**src/rtl/hc138_pkg.sv**
```systemverilog
// Shared definitions for the 74HC138 chip-select arbiter: state encoding,
// decoder enable constants and requester geometry.
package hc138_pkg;

  localparam int unsigned N_REQ = 8;
  localparam int unsigned IDX_W = 3;

  localparam logic [2:0] EN_ON  = 3'b111;
  localparam logic [2:0] EN_OFF = 3'b000;

  typedef enum logic [1:0] {
    ST_IDLE,
    ST_SETUP,
    ST_ACTIVE,
    ST_RECOVER
  } state_e;

endpackage

```
**src/rtl/hc138_rr_pick.sv**
```systemverilog
// Combinational round-robin search: first set bit of req starting at ptr+1,
// wrapping 7->0, with ptr itself examined last.
module hc138_rr_pick
  import hc138_pkg::*;
(
  input  logic [N_REQ-1:0] req,
  input  logic [IDX_W-1:0] ptr,
  output logic [IDX_W-1:0] idx,
  output logic             valid
);

  logic [IDX_W-1:0] pos;

  // Scan the eight positions after ptr; the 3-bit add provides the wrap.
  always_comb begin
    idx   = '0;
    valid = 1'b0;
    pos   = '0;
    for (int unsigned k = 1; k <= N_REQ; k++) begin
      pos = ptr + IDX_W'(k);
      if (!valid && req[pos]) begin
        idx   = pos;
        valid = 1'b1;
      end
    end
  end

endmodule

```
**src/rtl/hc138_cs_arbiter.sv**
```systemverilog
// Round-robin chip-select arbiter driving a 3-to-8 decoder: address setup,
// bounded enable window, dead gap after release. All outputs registered.
// Optional forced release after MAX_HOLD cycles: define HC138_ARB_TIMEOUT_EN.
module hc138_cs_arbiter
  import hc138_pkg::*;
#(
  parameter int unsigned SETUP_CYC = 1,
  parameter int unsigned MIN_HOLD  = 2,
  parameter int unsigned GAP_CYC   = 1,
  parameter int unsigned MAX_HOLD  = 16
) (
  input  logic             clk,
  input  logic             rst,
  input  logic [N_REQ-1:0] req,
  output logic [IDX_W-1:0] sel,
  output logic [2:0]       en,
  output logic [N_REQ-1:0] gnt,
  output logic             busy,
  output logic             tmo
);

`ifdef HC138_ARB_TIMEOUT_EN
  localparam bit TMO_EN = 1'b1;
`else
  localparam bit TMO_EN = 1'b0;
`endif

  localparam logic [7:0] SETUP_LAST = (SETUP_CYC > 0) ? 8'(SETUP_CYC - 1) : 8'd0;
  localparam logic [7:0] HOLD_LAST  = (MIN_HOLD  > 0) ? 8'(MIN_HOLD  - 1) : 8'd0;
  localparam logic [7:0] GAP_LAST   = (GAP_CYC   > 0) ? 8'(GAP_CYC   - 1) : 8'd0;
  localparam logic [7:0] MAX_LAST   = (MAX_HOLD  > 0) ? 8'(MAX_HOLD  - 1) : 8'd0;

  state_e           state_q, state_d;
  logic [IDX_W-1:0] sel_q, sel_d;
  logic [IDX_W-1:0] ptr_q, ptr_d;
  logic [2:0]       en_q, en_d;
  logic [N_REQ-1:0] gnt_q, gnt_d;
  logic             busy_q, busy_d;
  logic             tmo_q, tmo_d;
  logic [7:0]       cnt_q, cnt_d;

  logic [IDX_W-1:0] pick_idx;
  logic             pick_valid;
  logic [7:0]       cnt_inc;
  logic             go_active;
  logic             go_release;
  logic [IDX_W-1:0] grant_idx;

  hc138_rr_pick u_pick (
    .req   (req),
    .ptr   (ptr_q),
    .idx   (pick_idx),
    .valid (pick_valid)
  );

  // Next-state and next-output logic; grant entry and release are shared
  // actions reached from several states, so they are applied after the case.
  always_comb begin
    state_d    = state_q;
    sel_d      = sel_q;
    ptr_d      = ptr_q;
    en_d       = en_q;
    gnt_d      = gnt_q;
    busy_d     = busy_q;
    tmo_d      = 1'b0;
    cnt_d      = cnt_q;
    go_active  = 1'b0;
    go_release = 1'b0;
    grant_idx  = sel_q;
    cnt_inc    = (cnt_q == 8'hFF) ? cnt_q : cnt_q + 8'd1;

    case (state_q)
      ST_IDLE: begin
        en_d   = EN_OFF;
        gnt_d  = '0;
        busy_d = 1'b0;
        if (pick_valid) begin
          sel_d  = pick_idx;
          busy_d = 1'b1;
          cnt_d  = '0;
          if (SETUP_CYC == 0) begin
            go_active = 1'b1;
            grant_idx = pick_idx;
          end else begin
            state_d = ST_SETUP;
          end
        end
      end
      ST_SETUP: begin
        if (!req[sel_q]) begin
          go_release = 1'b1;
        end else if (cnt_q >= SETUP_LAST) begin
          go_active = 1'b1;
        end else begin
          cnt_d = cnt_inc;
        end
      end
      ST_ACTIVE: begin
        if (cnt_q >= HOLD_LAST && !req[sel_q]) begin
          go_release = 1'b1;
        end else if (TMO_EN && cnt_q >= MAX_LAST) begin
          go_release = 1'b1;
          tmo_d      = 1'b1;
        end else begin
          cnt_d = cnt_inc;
        end
      end
      ST_RECOVER: begin
        if (cnt_q >= GAP_LAST) begin
          state_d = ST_IDLE;
          busy_d  = 1'b0;
          cnt_d   = '0;
        end else begin
          cnt_d = cnt_inc;
        end
      end
      default: begin
        state_d = ST_IDLE;
        en_d    = EN_OFF;
        gnt_d   = '0;
        busy_d  = 1'b0;
        cnt_d   = '0;
      end
    endcase

    if (go_active) begin
      state_d = ST_ACTIVE;
      sel_d   = grant_idx;
      ptr_d   = grant_idx;
      en_d    = EN_ON;
      gnt_d   = N_REQ'(1) << grant_idx;
      cnt_d   = '0;
    end

    if (go_release) begin
      en_d  = EN_OFF;
      gnt_d = '0;
      cnt_d = '0;
      if (GAP_CYC == 0) begin
        state_d = ST_IDLE;
        busy_d  = 1'b0;
      end else begin
        state_d = ST_RECOVER;
      end
    end
  end

  // State and registered outputs with synchronous reset.
  always_ff @(posedge clk) begin
    if (rst) begin
      state_q <= ST_IDLE;
      sel_q   <= '0;
      ptr_q   <= 3'd7;
      en_q    <= EN_OFF;
      gnt_q   <= '0;
      busy_q  <= 1'b0;
      tmo_q   <= 1'b0;
      cnt_q   <= '0;
    end else begin
      state_q <= state_d;
      sel_q   <= sel_d;
      ptr_q   <= ptr_d;
      en_q    <= en_d;
      gnt_q   <= gnt_d;
      busy_q  <= busy_d;
      tmo_q   <= tmo_d;
      cnt_q   <= cnt_d;
    end
  end

  assign sel  = sel_q;
  assign en   = en_q;
  assign gnt  = gnt_q;
  assign busy = busy_q;
  assign tmo  = tmo_q;

endmodule

```
**config.mk**
```make
export PLATFORM = sky130hd
export DESIGN_NAME = hc138_cs_arbiter
export DESIGN_NICKNAME = d
export VERILOG_FILES = /design/src/rtl/hc138_pkg.sv /design/src/rtl/hc138_rr_pick.sv /design/src/rtl/hc138_cs_arbiter.sv
export SDC_FILE = /design/constraint.sdc
export NUM_CORES = 1
export LEC_CHECK = 0
export ABC_CLOCK_PERIOD_IN_PS = 7200
export CAP_MARGIN = 20
export CORE_AREA = 2 2 65 67
export DETAILED_ROUTE_END_ITERATION = 8
export DIE_AREA = 0 0 67 69
export PLACE_DENSITY = 0.83
export SYNTH_ARGS = -nofsm -noshare
export SYNTH_HDL_FRONTEND = slang
export SYNTH_SLANG_ARGS = --single-unit
```
**constraint.sdc**
```tcl
create_clock -name clk -period 7.2 [get_ports clk]
set_clock_uncertainty 0.1 [all_clocks]
set_input_delay 0.72 -clock clk [delete_from_list [all_inputs] [get_ports clk]]
set_output_delay 0.72 -clock clk [all_outputs]
set_load 0.01 [all_outputs]
```
# Word-level counts from Yosys, hierarchy flattened
# Cells that the tools add are included.
dict set report word_totals {
  reg_bits 28
}
dict set report op_classes {
  add_sub_neg 8
  magnitude_cmp 11
  eq_ne 11
  shift 1
  mux 59
  bitwise 1
  reduce_logical 26
}
# op count
set ops {}
lappend ops {{two-way mux 8 bit} 8}
lappend ops {{< comparator 3 x 4 -> 1 bit (second input constant)} 9}
lappend ops {{one-hot mux 8 bit (4 select lines)} 1}
lappend ops {{two-way mux 3 bit} 10}
lappend ops {{binary-select mux 1 bit (select 3 bit)} 9}
lappend ops {{two-way mux 1 bit} 24}
lappend ops {{>= comparator 8 x 1 -> 1 bit (second input constant)} 2}
lappend ops {{adder 3 bit (second input constant)} 4}
lappend ops {{!= test 2 bit (second input constant)} 5}
lappend ops {{adder 8 x 1 -> 8 bit (second input constant)} 1}
lappend ops {{equality test 8 bit (second input constant)} 1}
lappend ops {{logical AND 1 bit} 8}
lappend ops {{logical NOT 1 bit} 8}
lappend ops {{two-way mux 2 bit} 4}
lappend ops {{!= test 4 bit (second input constant)} 2}
lappend ops {{left shift 1 x 3 -> 8 bit (first input constant)} 1}
lappend ops {{adder 3 x 2 -> 3 bit (second input constant)} 2}
lappend ops {{AND reduction 3 bit} 2}
lappend ops {{equality test 2 bit (second input constant)} 2}
lappend ops {{one-hot mux 1 bit (2 select lines)} 2}
lappend ops {{one-hot mux 2 bit (2 select lines)} 1}
lappend ops {{AND reduction 4 bit} 1}
lappend ops {{nonzero test 2 bit} 2}
lappend ops {{nonzero test 4 bit} 1}
lappend ops {{7 further kinds} 7}

# Logic depth before layout (Yosys ltp)
# Gate-level depths: netlist (run 1).
dict set report depth {
  word_depth 29
  mapped_depth 11
  ltp_nobuf 8
}

# Hierarchy
# Synthesis (run 1) repeated with hierarchy kept, for this count alone.
dict set report unflattened {
  cells_unflattened 271
  hier_area_um2 2328.5
}
# module n_inst cells_per_inst area_each_um2 seq_area_each_um2
set modules_own_cells {}
lappend modules_own_cells {hc138_cs_arbiter 1 178 1542.7 520.5}
lappend modules_own_cells {hc138_rr_pick 1 93 785.8 0.0}

# Worst setup path after synthesis (run 1)
# No wires, ideal clock.
dict set report synth_path {
  path_type {reg2reg}
  start {register ptr_q[1]}
  end {register cnt_q[1]}
  setup_time_ps 128
  arrival_ps 3028
  required_ps 6972
  slack_ps 3944
  path_stages_with_launch 12
  n_path_buf 3
  synth_period_minus_slack_ps 3256
  path_cell_list {dfxtp_1 > clkbuf_1 > inv_1 > ha_1 > buf_6 > mux4_2 > mux2i_2 > a32oi_4 > o41ai_4 > buf_6 > mux2i_1 > nor2_1}
}
dict set report synth_between {
  elab_chain_len 27
  elab_cells_between_ends 47
  cone_classes {add/sub: 7; eq/ne: 1; mux: 24; reduce/logical: 15}
}
# item line
set synth_lines {}
lappend synth_lines {{start: declaration} hc138_cs_arbiter.sv:35} ;# logic [IDX_W-1:0] ptr_q, ptr_d;
lappend synth_lines {{start signal: assignment} hc138_cs_arbiter.sv:162} ;# ptr_q <= ptr_d;
lappend synth_lines {{adder 3 x 1 -> 3 bit} hc138_rr_pick.sv:20} ;# pos = ptr + IDX_W'(k);
lappend synth_lines {{binary-select mux 1 bit (select 3 bit)} hc138_rr_pick.sv:21} ;# if (!valid && req[pos]) begin
lappend synth_lines {{two-way mux 1 bit (not written as such)} hc138_rr_pick.sv:21}
lappend synth_lines {{two-way mux 1 bit} hc138_rr_pick.sv:21}
lappend synth_lines {{logical NOT 1 bit} hc138_rr_pick.sv:21}
lappend synth_lines {{logical AND 1 bit} hc138_rr_pick.sv:21}
lappend synth_lines {{two-way mux 1 bit} hc138_rr_pick.sv:21}
lappend synth_lines {{logical NOT 1 bit} hc138_rr_pick.sv:21}
lappend synth_lines {{(+11 left out)} -}
lappend synth_lines {{logical NOT 1 bit} hc138_rr_pick.sv:21}
lappend synth_lines {{logical AND 1 bit} hc138_rr_pick.sv:21}
lappend synth_lines {{two-way mux 1 bit} hc138_rr_pick.sv:21}
lappend synth_lines {{logical NOT 1 bit} hc138_rr_pick.sv:21}
lappend synth_lines {{logical AND 1 bit} hc138_rr_pick.sv:21}
lappend synth_lines {{two-way mux 1 bit (*)} hc138_rr_pick.sv:21}
lappend synth_lines {{!= test 2 bit (no line) (*)} -}
lappend synth_lines {{AND reduction 4 bit (no line) (*)} -}
lappend synth_lines {{end signal: assignment} hc138_cs_arbiter.sv:167} ;# cnt_q <= cnt_d;
lappend synth_lines {{end: declaration} hc138_cs_arbiter.sv:40} ;# logic [7:0] cnt_q, cnt_d;
# Every way passes the cells marked *; elsewhere a longest branch is shown, timed or not. The select of a mux whose other input is x is not followed.
# A chain may end at the register's enable or synchronous reset.

# Final worst setup path (run 1)
dict set report layout_path {
  start {register ptr_q[1]}
  end {register cnt_q[6]}
}
# Same word-level chain as after synthesis.

==> results.py, run 1 <==
metrics = {
    "layout": {
        "final_cell_mix": "dfxtp_1, clkdlybuf4s50_1, nor2_1",
        "layout-drive-gt1-share_pct": 13.4,
        "fillCellCount": 340,
        "nets": 283,
        "final_common_cell": "dfxtp_1",
        "area_delta_synth_final_pct": 11.3,
        "antenna_cells": 0,
    },
    "routing": {
        "drcViolationCount": 0,
        "wl_per_cell_um": 16.4,
        "dr.pass1.iters": 4,
        "drt_wl_total_um": 5120,
        "vias_per_cell": 6.44,
        "drt_iter0_drc": 126,
        "ant_nets": 0,
        "vias": 2008,
    },
    "timing": {
        "slew_headroom_pct": 35.8,
        "fmax_mhz": 248,
        "fin_crit_sh_pct": 55.9,
        "timing.final.ws_setup_ns": 3.17,
        "tightest_slew_ns": 0.959,
        "hold_violations": 0,
        "grt_setup_unrepaired": "no",
        "drv_slew": 0,
        "setup_viol": 0,
        "fin_crit_ns": 4.03,
        "timing.setup.tns_ns": 0,
    },
    "grt": {
        "first_global_vias": 1837,
        "global_route.overflow_total": 0,
        "grt_pass1_wl_um": 8600,
        "grt_start_max_net_pins": 18,
        "grt_usage_pct": 22.9,
        "antenna_found_initial": 0,
    },
    "die": {
        "io_pins": 26,
        "fp-row-count": 23,
        "die_area_um2": 4620,
        "initial_core_util_pct": 58.6,
        "core_um2": 3910,
        "fp.dieW_um": 67,
        "die_h_um": 69,
    },
    "synth": {
        "synth_edf_count": 0,
        "synth_top_flop_cell": "dfxtp_1",
        "ys_seq_elements": 26,
        "async_reset_ff_share_pct": 0,
        "netlist_area_um2": 2290,
        "synthesis.instances": 249,
        "avgSynthCellArea_um2": 9.22,
        "synth_nets": 269,
        "ys_seq_area_share_pct": 22.7,
        "synth_warnings": 0,
        "ys_types": 65,
    },
    "critical_path": {
        "crit_end": "cnt_q[6]$_SDFFE_PP0P_",
        "required_ns": 7.30,
        "path_max_fanout": 16,
        "r2r_cells": 8,
        "r2r-start": "ptr_q[1]$_SDFFE_PP1P_",
        "timing.rr.end": "cnt_q[6]$_SDFFE_PP0P_",
        "critPathKind": "reg -> reg",
        "r2r_setup_slack_ns": 3.17,
        "setup.worst_path.start": "ptr_q[1]$_SDFFE_PP1P_",
        "cp_data_arrival_time_ns": 4.13,
        "cp-start-kind": "flop",
        "end_kind": "flop",
    },
    "clock_tree": {
        "insertion_delay_ns": 0.27,
        "h-tree-depth": 1,
        "cts_hold_buf": 0,
        "cts_tree": "done",
        "numCtsBuffers": 3,
        "cts_setup_buffers": 0,
        "cts-root-buf": "clkbuf_8",
        "clk_path_buf_depth": 2,
        "cts_resized": 0,
        "cts_sinks": 26,
        "path_clk_slew_ns": 0.10,
    },
    "run_status": {
        "status": "finished, final reports clean",
    },
    "placed_design": {
        "gp_congestion": 0.906,
        "portBuffers": 24,
        "hpwl_um": 3760,
        "place_ws_ns": 3.25,
    },
    "power_and_ir_drop": {
        "power_mw": 0.991,
        "vdd_drop_max_uv": 295,
        "p_leak_nw": 0.888,
        "powerDensity_nw_per_um2": 388,
    },
    "flow_run": {
        "max-cap-violations": 0,
    },
    "hold_path": {
        "hold_path.class": "reg -> reg",
    },
}
flip-flops by register name (all words and copies together) (netlist names):
register  cells
gnt           8
sel           3
ptr_q         3
state_q       2
cnt_q         8
busy          1
en            1
report_power, final:
| group | switching (mW) | internal (mW) | total, mW |
|---|---|---|---|
| Sequential | 0.0640 | 0.170 | 0.234 |
| Combinational | 0.355 | 0.279 | 0.634 |
| Clock | 0.0478 | 0.0744 | 0.122 |
metal layers:
layer	routed length [µm]	share of wire [%]	GRT usage, %
met4	42	0.82	3.17
met1	2400	47	34.6
met5	0	0	0
met3	264	5.2	3.59
met2	2410	47	35.2
kinds of logic after synthesis:
group | count (synthesis) | share of synthesized area, %
XOR/XNOR | 3 | 1.15
adder cells (fa/ha/maj) | 10 | 5.45
flip-flops | 26 | 22.7
buffers and inverters | 29 | 7.25
multiplexers | 23 | 18.8
AO/OA/AOI/OAI | 64 | 22.1
AND/OR/NAND/NOR | 93 | 22.4
other | 1 | 0.163
worst max-delay path: stages, from the launching register on:
cell       delay [ns]
dfxtp_1          0.70
inv_1            0.20
ha_1             0.51
mux4_2           0.65
mux2i_2          0.28
a32oi_4          0.19
o41ai_4          0.80
o2111ai_2        0.32
a21oi_1          0.19
final cells by class:
type / count / area, µm² / area share (%)
clock buffer: 3 / 41.3 / 1.62
clock inverter: 1 / 30.0 / 1.18
inverter: 14 / 52.6 / 2.06
multi-input combinational: 194 / 1610 / 62.9
sequential: 26 / 520 / 20.4
tap: 50 / 62.6 / 2.45
timing repair buffer: 24 / 240 / 9.40
worst min path at each step:
stage	from	to	depth (start not counted)
2_1_floorplan	busy$_SDFFE_PP0P_	busy$_SDFFE_PP0P_	2
3_3_place_gp	busy$_SDFFE_PP0P_	busy$_SDFFE_PP0P_	2
3_5_place_dp	gnt[2]$_SDFFE_PP0P_	gnt[2]$_SDFFE_PP0P_	2
4_1_cts	gnt[7]$_SDFFE_PP0P_	gnt[7]$_SDFFE_PP0P_	2
5_1_grt	gnt[2]$_SDFFE_PP0P_	gnt[2]$_SDFFE_PP0P_	2
6_report	gnt[7]$_SDFFE_PP0P_	gnt[7]$_SDFFE_PP0P_	2
cell usage after synthesis, types with 4 or more instances:
library cell	count	area, µm²
nand2_1	17	63.8
o21ai_0	4	20.0
buf_4	4	30.0
nand3_1	15	75.1
mux4_1	4	105
dfxtp_1	26	521
a31oi_1	5	31.3
inv_1	11	41.3
o21ai_1	5	25.0
or3_2	4	30.0
a21oi_1	15	75.1
o211ai_1	9	67.6
mux4_2	8	180
mux2i_1	6	60.1
ha_1	10	125
nor2_1	19	71.3
clkbuf_1	5	18.8
per-stage QoR:
step	cells	cell area (µm²)	hold slack (ns)	util, %
2_1_floorplan	249	2290	0.370	-
3_5_place_dp	308	2480	0.361	63.5
5_1_grt	312	2550	0.391	65.3
3_3_place_gp	308	2480	0.350	63.5
4_1_cts	312	2550	0.376	65.3
6_report	312	2550	0.375	65.3
(Power assumes the default switching activity.)
==> run 2: changes to the inputs <==
--- a/config.mk
+++ b/config.mk
@@ -5,12 +5,12 @@
 export SDC_FILE = /design/constraint.sdc
 export NUM_CORES = 1
 export LEC_CHECK = 0
-export ABC_CLOCK_PERIOD_IN_PS = 7200
+export ABC_CLOCK_PERIOD_IN_PS = 3350
 export CAP_MARGIN = 20
-export CORE_AREA = 2 2 65 67
+export CORE_AREA = 2 2 71 73
 export DETAILED_ROUTE_END_ITERATION = 8
-export DIE_AREA = 0 0 67 69
-export PLACE_DENSITY = 0.83
+export DIE_AREA = 0 0 73 75
+export PLACE_DENSITY = 0.74
 export SYNTH_ARGS = -nofsm -noshare
 export SYNTH_HDL_FRONTEND = slang
 export SYNTH_SLANG_ARGS = --single-unit
==> constraint.sdc (replaced) <==
create_clock -name clk -period 3.35 [get_ports clk]
set_clock_uncertainty 0.1 [all_clocks]
set_input_delay 0.335 -clock clk [delete_from_list [all_inputs] [get_ports clk]]
set_output_delay 0.335 -clock clk [all_outputs]
set_load 0.01 [all_outputs]
==> results.py, run 2 (same netlist as run 1, synthesis figures left out) <==
metrics = {
    "run_status": {
        "status": "finished, final reports clean",
    },
    "clock_tree": {
        "cts-root-buf": "clkbuf_8",
        "cts_sinks": 26,
        "cts_setup_buffers": 0,
        "clk_path_buf_depth": 2,
        "cts_hold_buf": 0,
        "h-tree-depth": 1,
        "numCtsBuffers": 3,
        "cts_tree": "done",
        "path_clk_slew_ns": 0.09,
        "cts_resized": 0,
        "insertion_delay_ns": 0.27,
    },
    "placed_design": {
        "place_area_um2": 2550,
        "gp_congestion": 0.905,
        "portBuffers": 24,
        "hpwl_um": 3750,
    },
    "routing": {
        "drt_iter0_drc": 118,
        "vias": 2014,
        "ant_nets": 0,
        "drt_wl_total_um": 5030,
        "vias_per_cell": 6.22,
        "wl_per_cell_um": 15.5,
        "dr.pass1.iters": 4,
        "drcViolationCount": 0,
    },
    "grt": {
        "grt_pass1_wl_um": 8760,
        "grt_usage_pct": 19.9,
        "global_route.overflow_total": 0,
        "grt_start_max_net_pins": 16,
        "first_global_vias": 1894,
        "antenna_found_initial": 0,
    },
    "power_and_ir_drop": {
        "powerDensity_nw_per_um2": 836,
        "power_mw": 2.19,
        "p_leak_nw": 0.926,
        "vdd_drop_max_uv": 463,
    },
    "layout": {
        "layout-drive-gt1-share_pct": 15.9,
        "register_area_um2": 520,
        "nets": 291,
        "final_common_cell": "dfxtp_1",
        "final_cell_area_um2": 2620,
        "antenna_cells": 0,
        "fillCellCount": 398,
        "utilization_pct": 56.2,
        "final_cell_mix": "dfxtp_1, clkdlybuf4s50_1, nor2_1",
        "area_delta_synth_final_pct": 14.2,
        "multi_input_area_um2": 1610,
    },
    "die": {
        "io_pins": 26,
        "initial_core_util_pct": 49.2,
        "fp.dieW_um": 73,
        "fp-row-count": 25,
        "die_h_um": 75,
        "die_area_um2": 5480,
        "core_um2": 4660,
    },
    "critical_path": {
        "cp_data_arrival_time_ns": 3.19,
        "end_kind": "flop",
        "cp-start-kind": "flop",
        "critPathKind": "reg -> reg",
        "r2r_cells": 9,
        "required_ns": 3.41,
        "path_max_fanout": 14,
    },
    "timing": {
        "tightest_slew_ns": 0.892,
        "fin_crit_ns": 3.14,
        "grt_setup_unrepaired": "no",
        "fmax_mhz": 319,
        "drv_slew": 0,
        "slew_headroom_pct": 40.3,
        "setup_viol": 0,
        "timing.setup.tns_ns": 0,
        "hold_slack_ns": 0.362,
        "fin_crit_sh_pct": 93.6,
        "hold_violations": 0,
    },
    "hold_path": {
        "hold_depth": 2,
        "hold_path.class": "reg -> reg",
    },
    "flow_run": {
        "max-cap-violations": 0,
    },
}
==> run 2: cell count changes in the layout (fill, tap and decap cells not counted) <==
cell | before | now
buf_4 | 0 | 8
==> run 2: area by class of cell <==
class                   count  share of cell area, %
clock inverters             1                   1.15
inverters                  14                   2.01
repair buffers             32                   11.5
flip-flops and latches     26                   19.9
multi-input cells         194                   61.4
well taps                  54                   2.58
clock buffers               3                   1.58
==> run 2: metal layers <==
layer	global-route usage (%)	share of wire [%]
met3	3.35	5.0
met2	30.9	47
met1	28.5	46
met4	6.17	1.8
met5	0	0
==> run 2: critical path, cell delays in order, from the launching register on <==
cell and delay, ns:
dfxtp_1 0.34, inv_1 0.09, ha_1 0.50, mux4_2 0.66, mux2i_2 0.36, nand4_2 0.20, o41ai_4 0.28, buf_4 0.25
mux2i_1 0.20, nor2_1 0.05
==> run 2: worst paths after layout <==
kind,startpoint,endpoint,slack [ns]
worst min register to register,busy$_SDFFE_PP0P_,busy$_SDFFE_PP0P_,0.36
worst max register to register,ptr_q[1]$_SDFFE_PP1P_,cnt_q[1]$_SDFFE_PP0P_,0.21
worst min-delay path,busy$_SDFFE_PP0P_,busy$_SDFFE_PP0P_,0.36
worst max-delay path,ptr_q[1]$_SDFFE_PP1P_,cnt_q[1]$_SDFFE_PP0P_,0.21
==> run 2: power breakdown <==
group	leakage [nW]	switching [mW]	total, mW	internal [mW]
clock	0.0357	0.0999	0.260	0.160
sequential	0.211	0.0604	0.426	0.366
combinational	0.679	0.852	1.50	0.652
total	0.926	1.01	2.19	1.18
==> run 2: metrics by stage <==
stage | cells | setup slack, ns
3_5_place_dp | 320 | 0.233
6_report | 324 | 0.213
3_3_place_gp | 320 | 0.255
2_1_floorplan | 249 | 0.0941
4_1_cts | 324 | 0.229
5_1_grt | 324 | 0.0125
==> run 3: changes to the inputs <==
--- a/config.mk
+++ b/config.mk
@@ -5,12 +5,14 @@
 export SDC_FILE = /design/constraint.sdc
 export NUM_CORES = 1
 export LEC_CHECK = 0
+export ABC_AREA = 1
 export ABC_CLOCK_PERIOD_IN_PS = 3350
 export CAP_MARGIN = 20
-export CORE_AREA = 2 2 71 73
+export CORE_AREA = 2 2 69 71
 export DETAILED_ROUTE_END_ITERATION = 8
-export DIE_AREA = 0 0 73 75
-export PLACE_DENSITY = 0.74
+export DIE_AREA = 0 0 71 73
+export HOLD_SLACK_MARGIN = 0.1
+export PLACE_DENSITY = 0.75
 export SYNTH_ARGS = -nofsm -noshare
 export SYNTH_HDL_FRONTEND = slang
 export SYNTH_SLANG_ARGS = --single-unit
==> results.py, run 3 <==
metrics = {
    "die": {
        "core_um2": 4540,
        "io_pins": 26,
        "die_area_um2": 5180,
        "fp.dieW_um": 71,
        "die_h_um": 73,
        "initial_core_util_pct": 48.7,
        "fp-row-count": 25,
    },
    "layout": {
        "nets": 381,
        "final_common_cell": "nand2_1",
        "layout-drive-gt1-share_pct": 9.72,
        "fin_cells": 414,
        "antenna_cells": 0,
        "final_cell_mix": "nand2_1, nand3_1, inv_1",
        "area_delta_synth_final_pct": 12.8,
    },
    "timing": {
        "drv_slew": 0,
        "slew_headroom_pct": 65.9,
        "tightest_slew_ns": 0.510,
        "fin_crit_sh_pct": 86.0,
        "timing.setup.tns_ns": 0,
        "fmax_mhz": 347,
        "grt_setup_unrepaired": "no",
        "hold_violations": 0,
        "setup_viol": 0,
        "fin_crit_ns": 2.88,
    },
    "placed_design": {
        "gp_congestion": 0.925,
        "hpwl_um": 3940,
        "dpl.cell_count": 410,
        "portBuffers": 24,
    },
    "synth": {
        "yosys.area.top_type": "dfxtp_1",
        "async_reset_ff_share_pct": 0,
        "ys_seq_area_share_pct": 23.6,
        "synthesis.instances": 340,
        "ys_seq_elements": 26,
        "synth_warnings": 0,
        "synth_top_cell_area_share_pct": 23.6,
        "synth_edf_count": 0,
        "synth_nets": 360,
        "netlist_area_um2": 2210,
        "synth.most_common_cell": "nand2_1",
        "avgSynthCellArea_um2": 6.50,
        "yosys-top-cells-count": "nand2_1, nand3_1, inv_1",
        "ys_types": 35,
        "synth_top_flop_cell": "dfxtp_1",
        "synth.top_cells.by_area": "dfxtp_1, nand2_1, nand3_1, inv_1, a21oi_1",
    },
    "clock_tree": {
        "insertion_delay_ns": 0.27,
        "cts_hold_buf": 0,
        "cts_setup_buffers": 0,
        "clk_path_buf_depth": 2,
        "path_clk_slew_ns": 0.09,
        "h-tree-depth": 1,
        "cts_sinks": 26,
        "cts_tree": "done",
        "cts-root-buf": "clkbuf_8",
        "cts_resized": 0,
        "numCtsBuffers": 3,
    },
    "critical_path": {
        "cp_data_arrival_time_ns": 2.94,
        "cp_cell_sequence": "inv_4 -> ha_1 -> inv_1 -> nand3_2 -> nand3_2 -> nand2_4 -> nor2_8 -> nand4_4 -> nor2_4 -> nand3_4 -> clkinv_4 -> nand2_8 -> nand2_8 -> nand2_1 -> nand2_1 -> nor2_1",
        "required_ns": 3.41,
        "end_kind": "flop",
        "path_max_fanout": 11,
        "slowest_stage": "dfxtp_1",
        "critPathKind": "reg -> reg",
        "cp-start-kind": "flop",
        "critPathMaxStageDelay_ns": 0.58,
    },
    "power_and_ir_drop": {
        "p_leak_nw": 1.10,
        "vdd_drop_max_uv": 563,
        "powerDensity_nw_per_um2": 883,
    },
    "routing": {
        "vias": 2167,
        "dr.pass1.iters": 5,
        "drt_wl_total_um": 5040,
        "ant_nets": 0,
        "wl_per_cell_um": 12.2,
        "drt_iter0_drc": 78,
        "drcViolationCount": 0,
        "vias_per_cell": 5.23,
    },
    "grt": {
        "grt_pass1_wl_um": 8850,
        "grt_start_max_net_pins": 15,
        "global_route.overflow_total": 0,
        "grt_usage_pct": 20.9,
        "antenna_found_initial": 0,
        "first_global_vias": 2044,
    },
    "run_status": {
        "status": "finished, final reports clean",
    },
    "flow_run": {
        "max-cap-violations": 0,
    },
    "hold_path": {
        "hold_path.class": "reg -> reg",
    },
}
[run 3: cell count changes after synthesis, sizes merged, moves of 12 or more]
cell   previous run  this run
nor2             19        31
nand2            18       114
inv              11        38
nand3            15        48
mux4             12         0
[run 3: path summary, 6_finish.rpt]
| path | slack, ns | startpoint | cells past startpoint | end |
|---|---|---|---|---|
| worst max-delay path | 0.47 | ptr_q[0]$_SDFFE_PP1P_ | 16 | cnt_q[1]$_SDFFE_PP0P_ |
| worst min-delay path | 0.36 | busy$_SDFFE_PP0P_ | 2 | busy$_SDFFE_PP0P_ |
| worst max register to register | 0.47 | ptr_q[0]$_SDFFE_PP1P_ | 16 | cnt_q[1]$_SDFFE_PP0P_ |
| worst min register to register | 0.36 | busy$_SDFFE_PP0P_ | 2 | busy$_SDFFE_PP0P_ |
[run 3: power breakdown]
part | total, mW | switching, mW | leakage, nW | internal, mW
clock network | 0.204 | 0.0988 | 0.0288 | 0.105
logic | 1.55 | 1.02 | 0.864 | 0.530
registers | 0.446 | 0.0779 | 0.212 | 0.368
total | 2.20 | 1.20 | 1.10 | 1.00
[run 3: cell families after synthesis]
group / share of synthesized area, %
compound gates: 9.40
xor+xnor: 3.17
fa+ha+maj: 5.67
buf+inv: 11.1
flops: 23.6
other cells: 0.170
simple gates: 46.9
[run 3: layout make-up]
type,instances,area (µm²)
multi-input combinational,265,1440
inverter,40,158
fill,427,2040
clock buffer,4,55.1
tap,54,67.6
timing repair buffer,25,248
sequential,26,520
[run 3: metal layers]
| layer | up-vias | track usage (%) | wire length, µm |
|---|---|---|---|
| met5 | - | 0 | 0 |
| met4 | 0 | 5.66 | 87 |
| met3 | 10 | 4.42 | 272 |
| met2 | 54 | 35.1 | 2270 |
| met1 | 968 | 27.2 | 2410 |
| li1 | 1135 | - | - |
[run 3: per-stage QoR]
step	total power, mW	area [µm²]	setup WS (ns)	util [%]	hold slack (ns)
6_report	2.20	2490	0.470	54.9	0.365
5_1_grt	2.44	2490	0.246	54.9	0.387
4_1_cts	2.20	2490	0.499	54.9	0.369
3_5_place_dp	1.99	2440	0.503	53.7	0.353
3_3_place_gp	1.97	2440	0.596	53.7	0.353
2_1_floorplan	1.71	2210	0.809	-	0.372
[run 3: critical path, delay by kind of cell (launching register included)]
family,cells,cell delay (ns)
adders and majority gates,1,0.45
and+or+nand+nor,12,1.17
buffers and inverters,3,0.47
DFF,1,0.58
